<file path="src/rtl/debounce_trigger_pkg.sv">
// Shared constants for the push-button debounce front end of the 1 s timer.
// Holds the clock rate, the derived debounce default and the FSM state encodings.
package debounce_trigger_pkg;

  localparam int unsigned CLK_HZ      = 50_000_000;
  localparam int unsigned DEBOUNCE_MS = 20;

  // 20 ms of stable input at the system clock rate
  localparam int unsigned DEBOUNCE_CYCLES_DEFAULT = (CLK_HZ / 1000) * DEBOUNCE_MS;
  localparam int unsigned CNT_W_DEFAULT           = 20;

  localparam int unsigned STATE_W = 2;

  localparam logic [STATE_W-1:0] ST_IDLE         = 2'd0;
  localparam logic [STATE_W-1:0] ST_PRESS_WAIT   = 2'd1;
  localparam logic [STATE_W-1:0] ST_HELD         = 2'd2;
  localparam logic [STATE_W-1:0] ST_RELEASE_WAIT = 2'd3;

  // Debounced level is high whenever the button is considered down.
  function automatic logic state_is_pressed(input logic [STATE_W-1:0] st);
    return (st == ST_HELD) || (st == ST_RELEASE_WAIT);
  endfunction

endpackage

</file>
<file path="src/rtl/debounce_trigger_sync_2ff.sv">
// Single-bit two-flop synchroniser with asynchronous reset to a configurable value.
// Shared by every asynchronous board input.
module sync_2ff #(
  parameter logic RESET_VAL = 1'b0
) (
  input  logic clk,
  input  logic reset,
  input  logic d,
  output logic q
);

  logic meta;

  always_ff @(posedge clk or posedge reset) begin
    if (reset) begin
      meta <= RESET_VAL;
      q    <= RESET_VAL;
    end else begin
      meta <= d;
      q    <= meta;
    end
  end

endmodule

</file>
<file path="src/rtl/debounce_trigger.sv">
// Synchronises and debounces an active-low push-button and emits one start_trigger
// (or dropped, when the timer is busy) pulse per accepted press.
module debounce_trigger
  import debounce_trigger_pkg::*;
#(
  parameter int unsigned DEBOUNCE_CYCLES = DEBOUNCE_CYCLES_DEFAULT,
  parameter int unsigned CNT_W           = CNT_W_DEFAULT
) (
  input  logic clk,
  input  logic reset,
  input  logic btn_n,
  input  logic busy,
  output logic start_trigger,
  output logic dropped,
  output logic btn_level
);

  localparam logic [CNT_W-1:0] CNT_LAST = CNT_W'(DEBOUNCE_CYCLES - 1);
  localparam logic [CNT_W-1:0] CNT_ONE  = CNT_W'(1);

  logic               btn_press_raw;
  logic               p;
  logic [STATE_W-1:0] state;
  logic [STATE_W-1:0] state_next;
  logic [CNT_W-1:0]   cnt;
  logic [CNT_W-1:0]   cnt_next;
  logic               start_next;
  logic               dropped_next;
  logic               level_next;

  assign btn_press_raw = ~btn_n;

  sync_2ff #(
    .RESET_VAL (1'b0)
  ) u_sync (
    .clk   (clk),
    .reset (reset),
    .d     (btn_press_raw),
    .q     (p)
  );

  // State and counter registers
  always_ff @(posedge clk or posedge reset) begin
    if (reset) begin
      state <= ST_IDLE;
      cnt   <= '0;
    end else begin
      state <= state_next;
      cnt   <= cnt_next;
    end
  end

  // Next-state, counter and pulse decisions; busy only matters on the acceptance edge
  always_comb begin
    state_next   = state;
    cnt_next     = cnt;
    start_next   = 1'b0;
    dropped_next = 1'b0;

    case (state)
      ST_IDLE: begin
        if (p) begin
          state_next = ST_PRESS_WAIT;
          cnt_next   = '0;
        end
      end

      ST_PRESS_WAIT: begin
        if (!p) begin
          state_next = ST_IDLE;
        end else if (cnt == CNT_LAST) begin
          state_next   = ST_HELD;
          start_next   = ~busy;
          dropped_next = busy;
        end else begin
          cnt_next = cnt + CNT_ONE;
        end
      end

      ST_HELD: begin
        if (!p) begin
          state_next = ST_RELEASE_WAIT;
          cnt_next   = '0;
        end
      end

      ST_RELEASE_WAIT: begin
        if (p) begin
          state_next = ST_HELD;
        end else if (cnt == CNT_LAST) begin
          state_next = ST_IDLE;
        end else begin
          cnt_next = cnt + CNT_ONE;
        end
      end

      default: begin
        state_next = ST_IDLE;
        cnt_next   = '0;
      end
    endcase

    level_next = state_is_pressed(state_next);
  end

  // Output registers, updated on the same edge as the state they describe
  always_ff @(posedge clk or posedge reset) begin
    if (reset) begin
      start_trigger <= 1'b0;
      dropped       <= 1'b0;
      btn_level     <= 1'b0;
    end else begin
      start_trigger <= start_next;
      dropped       <= dropped_next;
      btn_level     <= level_next;
    end
  end

endmodule

</file>
<file path="config.mk">
export PLATFORM = sky130hd
export DESIGN_NAME = debounce_trigger
export DESIGN_NICKNAME = d
export VERILOG_FILES = /design/src/rtl/debounce_trigger_pkg.sv /design/src/rtl/debounce_trigger_sync_2ff.sv /design/src/rtl/debounce_trigger.sv
export SDC_FILE = /design/constraint.sdc
export NUM_CORES = 1
export LEC_CHECK = 0
export CAP_MARGIN = 20
export CELL_PAD_IN_SITES_DETAIL_PLACEMENT = 1
export CELL_PAD_IN_SITES_GLOBAL_PLACEMENT = 2
export CORE_UTILIZATION = 30
export CTS_BUF_LIST = sky130_fd_sc_hd__clkbuf_4 sky130_fd_sc_hd__clkbuf_8
export CTS_CLUSTER_DIAMETER = 120
export DETAILED_ROUTE_END_ITERATION = 7
export PLACE_DENSITY_LB_ADDON = 0.05
export SLEW_MARGIN = 20
export SYNTH_ARGS = -nofsm -noshare
export SYNTH_HDL_FRONTEND = slang
export SYNTH_SLANG_ARGS = --single-unit
</file>
<file path="constraint.sdc">
create_clock -name clk -period 3.53 [get_ports clk]
set_clock_uncertainty 0.05 [all_clocks]
set_input_delay 0.353 -clock clk [delete_from_list [all_inputs] [get_ports clk]]
set_output_delay 0.353 -clock clk [all_outputs]
set_load 0.05 [all_outputs]
</file>
==> flow_summary.ini, run 1 <==
[grt]
grt_max_degree = 27
gr-total-overflow = 0
antenna_found_initial = 0
grt_pass1_vias = 1036
grt_usage = 0.149
grt_pass1_wl_mm = 5.17

[placement]
portBuffers = 6
gp_congestion = 0.767
placed_cells = 189
dp_hpwl_mm = 2.20

[worst_setup_path]
cp-start-kind = flop
rrSetupSlack_ps = 1420
reg2reg_depth = 5
slowest_delay_ps = 520
path_cells = nor4b_1 -> nand2_1 -> nor3_2 -> nor2_1 -> mux2_1
worst-setup-path-type = reg2reg
cp_slowest_cell = nor3_2
reg2reg_from = cnt[8]
crit_arrival_ps = 2240
cp.required_ps = 3660
timing.rr.end = cnt[0]
crit_fanout = 12
end_kind = flop

[floorplanning]
die_y_um = 68.8
core_um2 = 4140
pin_count = 7
num_rows = 23
die_x_um = 68.8
dieArea_um2 = 4740
start_util = 0.323

[sta]
slew_violations = 0
slew_headroom = 0.434
tightest_slew_ps = 845
tns_ps = 0
max_freq_mhz = 473
fin_crit_sh = 0.599
hold_viol_final = 0
setup_viol = 0
grt_setup_unrepaired = false
fin_crit_ps = 2110

[yosys]
synth_cell_type_count = 37
synth_area_um2 = 1340
synthMuxAreaShare = 0.0168
syn-num-nets = 141
avgSynthCellArea_um2 = 9.85
yosysSeqAreaShare = 0.486
synth_xor_area_frac = 0.0831
synth-seq-cells = 26
synth_compound_area_frac = 0.0784
synthSimpleGateAreaFrac = 0.303
ys_warn_count = 0
synth_top_family_by_area = simple AND/OR/NAND/NOR gates
synth_fa_ha_area_frac = 0.00934
synthCells = 136

[worst_hold_path]
min_to = u_sync.q
hold_path_depth = 0
hp-class = reg2reg
worstHoldStart = u_sync.meta

[detailed_routing]
via_per_inst = 5.33
drc = 0
firstDrtPassIters = 4
vias = 1028
drt_iter0_drc = 81
final_antenna_net_count = 0
wl_per_cell_um = 16.2
wl_mm = 3.12

[layout]
drive_gt1_frac = 0.126
diodes = 0
syn2layout_area_growth_pct = 13.3
num-nets-final = 149
layout.cells.non_filler = 193

[clocking]
cts_tree = built
holdBufCountCts = 0
htreeDepth = 1
cts_setup_buffers = 0
clockBufferDepth = 2
clock_sinks = 26
cts_resized = 0
root_buffer = clkbuf_8
cts_buffers = 3
clk_pin_slew_ps = 100
clk_latency_ps = 280

[outcome]
outcome = completed

[power_and_ir_drop]
p_leak_nw = 0.620
p_per_area_nw_per_um2 = 409
vdd_drop_max_v = 0.000156

[flow_run]
cap_violations = 0
[sequential cells by signal, summed over array words and instances, names as in the netlist]
name           flops
u_sync.meta        1
u_sync.q           1
start_trigger      1
state              2
cnt               20
dropped            1
[metal layers]
metal | track usage | vias up | routed length [um]
met1 | 0.221 | 509 | 1670
li1 | - | 500 | -
met4 | 0.0485 | 0 | 38
met5 | 0 | - | 0
met3 | 0.0197 | 5 | 67
met2 | 0.222 | 14 | 1340
[cells in the mapped netlist (all sizes together)]
master / number / area share
nand4: 7 / 0.033
o31ai: 3 / 0.017
nand3: 16 / 0.060
o311ai: 1 / 0.0065
o211ai: 2 / 0.011
and3: 2 / 0.0093
or4: 2 / 0.011
o21ai: 7 / 0.026
nor3: 5 / 0.035
o31a: 1 / 0.0065
mux2: 2 / 0.017
xnor2: 4 / 0.032
or3: 2 / 0.0093
dfrtp: 26 / 0.49
inv: 4 / 0.011
clkbuf: 1 / 0.0028
and4: 1 / 0.0065
ha: 1 / 0.0093
buf: 2 / 0.0093
xor2: 7 / 0.051
and4bb: 1 / 0.0093
nor4: 3 / 0.019
nor2: 17 / 0.053
nand2: 13 / 0.038
nand3b: 1 / 0.0056
a21oi: 3 / 0.011
nor4b: 1 / 0.0065
and4b: 1 / 0.0084
[kinds of logic after synthesis]
family / count (synthesis)
AND/OR/NAND/NOR: 72
buffers and inverters: 7
AO/OA/AOI/OAI: 17
multiplexers: 2
flip-flops: 26
adder cells (fa/ha/maj): 1
XOR/XNOR: 11
[report_power, final]
group	switching (mW)	internal, mW
Clock	0.109	0.152
Sequential	0.0161	0.307
Combinational	0.0225	0.0132
Total	0.148	0.472
[worst max-delay path, delay by kind of cell (launching register included)]
| kind | cells | cell delay (ps) |
|---|---|---|
| and+or+nand+nor | 4 | 1160 |
| DFF | 1 | 450 |
| muxes | 1 | 340 |
[layout make-up]
class | instances | area [um2]
fillers | 486 | 2630
multi-input cells | 103 | 658
flip-flops and latches | 26 | 651
well taps | 50 | 62.6
repair buffers | 6 | 60.1
clock buffers | 3 | 41.3
clock inverters | 1 | 30.0
inverters | 4 | 15.0
[cells in the final DEF, fill, tap and decap left out, types with 2 or more instances in the layout]
cell type,n
nor3_1,2
nand3_1,16
and3_1,2
o21ai_0,7
xor2_1,6
or4_1,2
or3_1,2
nand2_1,12
nand4_1,7
nor3_2,2
dfrtp_1,26
clkdlybuf4s50_1,6
inv_1,3
clkbuf_8,3
nor2_2,3
nor4_1,2
nor2_1,14
a21oi_1,3
o211ai_1,2
xnor2_1,3
o31ai_1,3
[through the flow]
step	power (mW)	utilization	setup slack (ps)	hold WS (ps)	area, um2
2_1_floorplan	0.350	-	1780	281	1340
3_3_place_gp	0.365	0.349	1450	293	1450
3_5_place_dp	0.366	0.349	1410	286	1450
4_1_cts	0.623	0.366	1390	311	1520
5_1_grt	0.641	0.366	1220	331	1520
6_report	0.620	0.366	1420	309	1520
[worst max path at each step]
stage	startpoint	endpoint	cells after the start
final	cnt[8]	cnt[0]	5
after global placement	cnt[0]	cnt[0]	5
after CTS	cnt[8]	cnt[0]	5
after global routing	cnt[8]	cnt[0]	5
after floorplan	state[1]	cnt[9]	5
after detailed placement	cnt[0]	cnt[0]	5
Power figures use the tool's default switching activity.
==> run 2, diff against run 1 <==
- clock period: 3.53 -> 1.8 ns (I/O delays scaled with it)
==> run 2 against run 1 <==
Effect of this change:
- hold slack worse by 81 ps
- core utilization is 4.4 points higher
- sequential cell count unchanged
- die area is the same
- critical path depth stayed put
- via count is 11% higher
- clock power grew 49%
- maximum frequency increased by 21%
- global-route usage up 1.9 points
- register-to-register slack worse by 1400 ps
- critical path type unchanged
==> flow_summary.ini, run 2 (same netlist as run 1, synthesis figures left out) <==
[outcome]
outcome = completed

[worst_setup_path]
end_kind = flop
reg2reg_depth = 5
crit_arrival_ps = 1860
cp.required_ps = 1910
path_cells = nor4b_2 -> nand2_1 -> nor3_4 -> nor2_1 -> mux2_1
cp_slowest_cell = dfrtp_2
slowest_delay_ps = 460
worst-setup-path-type = reg2reg
crit_fanout = 5
cp-start-kind = flop

[layout]
mostFrequentLayoutCells = dfrtp_1, buf_4, nand3_1
syn2layout_area_growth_pct = 26.8
largestRegisters = cnt: 20 flops, state: 2 flops
final_common_cell = dfrtp_1
num-nets-final = 171
diodes = 0
multi_input_area_um2 = 692
regMostFlops = cnt
area.sequential_um2 = 652
drive_gt1_frac = 0.273
fill_cells = 501
largest_reg_flops = 20

[sta]
fin_crit_ps = 1740
slew_headroom = 0.669
setup_ws_ps = 55.5
hold_viol_final = 0
slew_violations = 0
tns_ps = 0
tightest_slew_ps = 495
fin_crit_sh = 0.969
setup_viol = 0
grt_setup_unrepaired = true
max_freq_mhz = 573
timing.hold.ws_ps = 228

[grt]
antenna_found_initial = 0
grt_pass1_vias = 1184
grt_max_degree = 27
grt_usage = 0.168
grt_pass1_wl_mm = 5.66
gr-total-overflow = 0

[clocking]
clockBufferDepth = 2
clk_pin_slew_ps = 100
clock_sinks = 26
cts_tree = built
holdBufCountCts = 0
clk_latency_ps = 270
htreeDepth = 1
root_buffer = clkbuf_8
cts_buffers = 3

[floorplanning]
num_rows = 23
start_util = 0.323
die_y_um = 68.8
dieArea_um2 = 4740
die_x_um = 68.8
pin_count = 7
core_um2 = 4140

[detailed_routing]
drt_iter0_drc = 42
wl_met1_mm = 1.65
wl_per_cell_um = 16.5
final_antenna_net_count = 0
firstDrtPassIters = 4
met2_length_mm = 1.80
via_per_inst = 5.29
routed.top_layer = met4
drc = 0
wl_met3_um = 63
wl_mm = 3.54
vias = 1137

[placement]
portBuffers = 6
dp_hpwl_mm = 2.53
pre_cts_ws_ps = 10.3
gp_congestion = 0.807

[worst_hold_path]
hp-class = in2async

[power_and_ir_drop]
p_per_area_nw_per_um2 = 673
sw_frac_of_total = 0.248
switchingPower_mw = 0.284
vdd_drop_max_v = 0.000271
p_int_mw = 0.859
power_frac_clock = 0.339
p_leak_nw = 0.748
seqPwrFrac = 0.543
pwr-share-comb = 0.118

[flow_run]
cap_violations = 0
==> run 2: path summary, 6_finish.rpt <==
kind                             start       end  slack (ps)
max in group asynchronous        reset    cnt[8]        1190
min reg2reg                u_sync.meta  u_sync.q         320
min                              reset  u_sync.q         230
min in group clk           u_sync.meta  u_sync.q         320
max reg2reg                     cnt[8]    cnt[0]          60
max                             cnt[8]    cnt[0]          60
==> run 2: area by class of cell <==
type | count | share of cell area
clock buffer | 4 | 0.0324
inverter | 4 | 0.00884
multi-input combinational | 103 | 0.407
sequential | 26 | 0.384
tap | 50 | 0.0368
timing repair buffer | 28 | 0.131
==> run 2: power by group through the flow <==
stage               Combinational (mW)  Clock, mW  Sequential [mW]
detailed placement               0.126          0            0.628
CTS                              0.126      0.409            0.617
floorplan                       0.0533          0            0.634
global route                     0.150      0.429            0.624
finish                           0.135      0.388            0.621
global placement                 0.122          0            0.627
==> run 2: repair_timing <==
| action | 4_1_cts | 5_1_grt |
|---|---|---|
| endpoints found under the hold margin | 0 | 0 |
| gates resized for setup | 0 | 7 |
| setup endpoints to repair | 2 | 10 |
| setup buffers | 0 | 3 |
| pin swaps | 0 | 4 |
==> run 2: through the flow <==
step | util | power [mW] | cells | area, um2
finish | 0.410 | 1.14 | 215 | 1700
global route | 0.410 | 1.20 | 215 | 1700
CTS | 0.396 | 1.15 | 212 | 1640
detailed placement | 0.383 | 0.754 | 208 | 1590
global placement | 0.383 | 0.749 | 208 | 1590
floorplan | - | 0.687 | 136 | 1340
==> run 2: routing by layer <==
metal  vias to the layer above  global-route usage
li1                        549                   -
met4                         0              0.0459
met2                        10               0.284
met5                         -                   0
met1                       576               0.226
met3                         2              0.0197
==> run 2: critical path: cells and delay by family (launching register included) <==
kind,cells,cell delay [ps]
flops,1,460
mux,1,330
simple gates,4,800
==> run 3, diff against run 2 <==
- clock period: 1.8 -> 1.44 ns (I/O delays scaled with it)
==> run 3 against run 2 <==
Effect of this change:
- the flow now finishes with violations (negative setup slack)
- maximum frequency increased by 3.9%
- hold slack got worse by 46 ps
- combinational power increased by 58%
- critical endpoint is now cnt[3]
==> flow_summary.ini, run 3 (same netlist as run 1, synthesis figures left out) <==
[outcome]
outcome = finished with violations
violations = negative setup slack

[detailed_routing]
drt_iter0_drc = 52
wl_mm = 4.16
wl_per_cell_um = 16.6
final_antenna_net_count = 0
via_per_inst = 5.21
firstDrtPassIters = 4
vias = 1308
drc = 0

[clocking]
clockBufferDepth = 2
cts_tree = built
clk_latency_ps = 280
clk_pin_slew_ps = 90
root_buffer = clkbuf_8
clock_sinks = 26
htreeDepth = 1
cts_buffers = 3
holdBufCountCts = 0

[flow_run]
cap_violations = 0

[grt]
grt_usage = 0.200
grt_pass1_wl_mm = 6.76
antenna_found_initial = 0
gr-total-overflow = 0
grt_pass1_vias = 1404
grt_max_degree = 27

[layout]
num-nets-final = 207
fill_cells = 461
drive_gt1_frac = 0.478
largest_reg_flops = 20
syn2layout_area_growth_pct = 59.9
mostFrequentLayoutCells = buf_4, dfrtp_1, nor2_1
largestRegisters = cnt: 20 flops, state: 2 flops
diodes = 0
regMostFlops = cnt
final_common_cell = buf_4

[sta]
fin_crit_ps = 1680
timing.hold.ws_ps = 182
tightest_slew_ps = 387
grt_setup_unrepaired = true
setup_ws_ps = -240
fin_crit_sh = 1.17
hold_viol_final = 0
slew_headroom = 0.742
setup_viol = 23
slew_violations = 0
max_freq_mhz = 595

[worst_hold_path]
hp-class = in2async

[worst_setup_path]
slowest_delay_ps = 490
path_buf_inv = 1
path_cells = ha_4 -> nand3b_1 -> nor3_4 -> buf_6 -> or4_1 -> nand3_1
cp-start-kind = flop
path_delay_family = simple AND/OR/NAND/NOR gates
cp.required_ps = 1610
cp_slowest_cell = or4_1
crit_arrival_ps = 1850
worst-setup-path-type = reg2reg
crit_fanout = 7
end_kind = flop

[floorplanning]
pin_count = 7
core_um2 = 4140
die_y_um = 68.8
die_x_um = 68.8
num_rows = 23
start_util = 0.323
dieArea_um2 = 4740

[placement]
portBuffers = 6
gp_congestion = 0.832
dp_hpwl_mm = 2.90
pre_cts_ws_ps = -272

[power_and_ir_drop]
finalPower_mw = 1.44
vdd_drop_max_v = 0.000338
p_leak_nw = 0.981
p_per_area_nw_per_um2 = 672
-- run 3: cell type report --
cell class	count	area, um2	area share
Clock buffer	4	48.8	0.0228
Inverter	4	15.0	0.00701
Multi-Input combinational cell	103	823	0.384
Sequential cell	26	652	0.304
Tap cell	50	62.6	0.0292
Timing Repair Buffer	64	542	0.253
-- run 3: tightest hold or removal path: stages --
cell and delay (ps):
clkdlybuf4s50_1 400, inv_1 50, buf_4 320
-- run 3: per-layer routing --
| metal | up-vias | routed length [um] | GRT usage |
|---|---|---|---|
| met2 | 21 | 2080 | 0.349 |
| met4 | 0 | 73 | 0.0612 |
| li1 | 625 | - | - |
| met1 | 653 | 1890 | 0.254 |
| met5 | - | 0 | 0 |
| met3 | 9 | 121 | 0.0280 |
-- run 3: final timing paths --
kind	slack (ps)	cells past startpoint	to	startpoint
setup / recovery	-240	6	cnt[3]	cnt[1]
hold / removal	180	3	state[0]	reset
setup reg to reg	-240	6	cnt[3]	cnt[1]
hold reg to reg	320	0	u_sync.q	u_sync.meta
max in group asynchronous	880	3	state[1]	reset
min in group clk	300	2	u_sync.meta	btn_n
-- run 3: metrics by stage --
stage               setup TNS (ps)  utilization  instances  cell area (um2)
detailed placement           -4020        0.440        234             1820
finish                       -2660        0.517        251             2140
global placement             -3500        0.440        234             1820
global route                 -4980        0.517        251             2140
CTS                          -2600        0.492        247             2040
floorplan                     -967            -        136             1380
-- run 3: report_power, final --
part	internal, mW	switching (mW)	total, mW
registers	0.752	0.0220	0.774
logic	0.104	0.109	0.213
clock network	0.217	0.235	0.452
-- run 3: repair_timing --
action | 4_1_cts | 5_1_grt
endpoints found under the setup margin | 24 | 24
resized for setup | 21 | 16
pin swaps | 24 | 15
setup buffers | 11 | 5
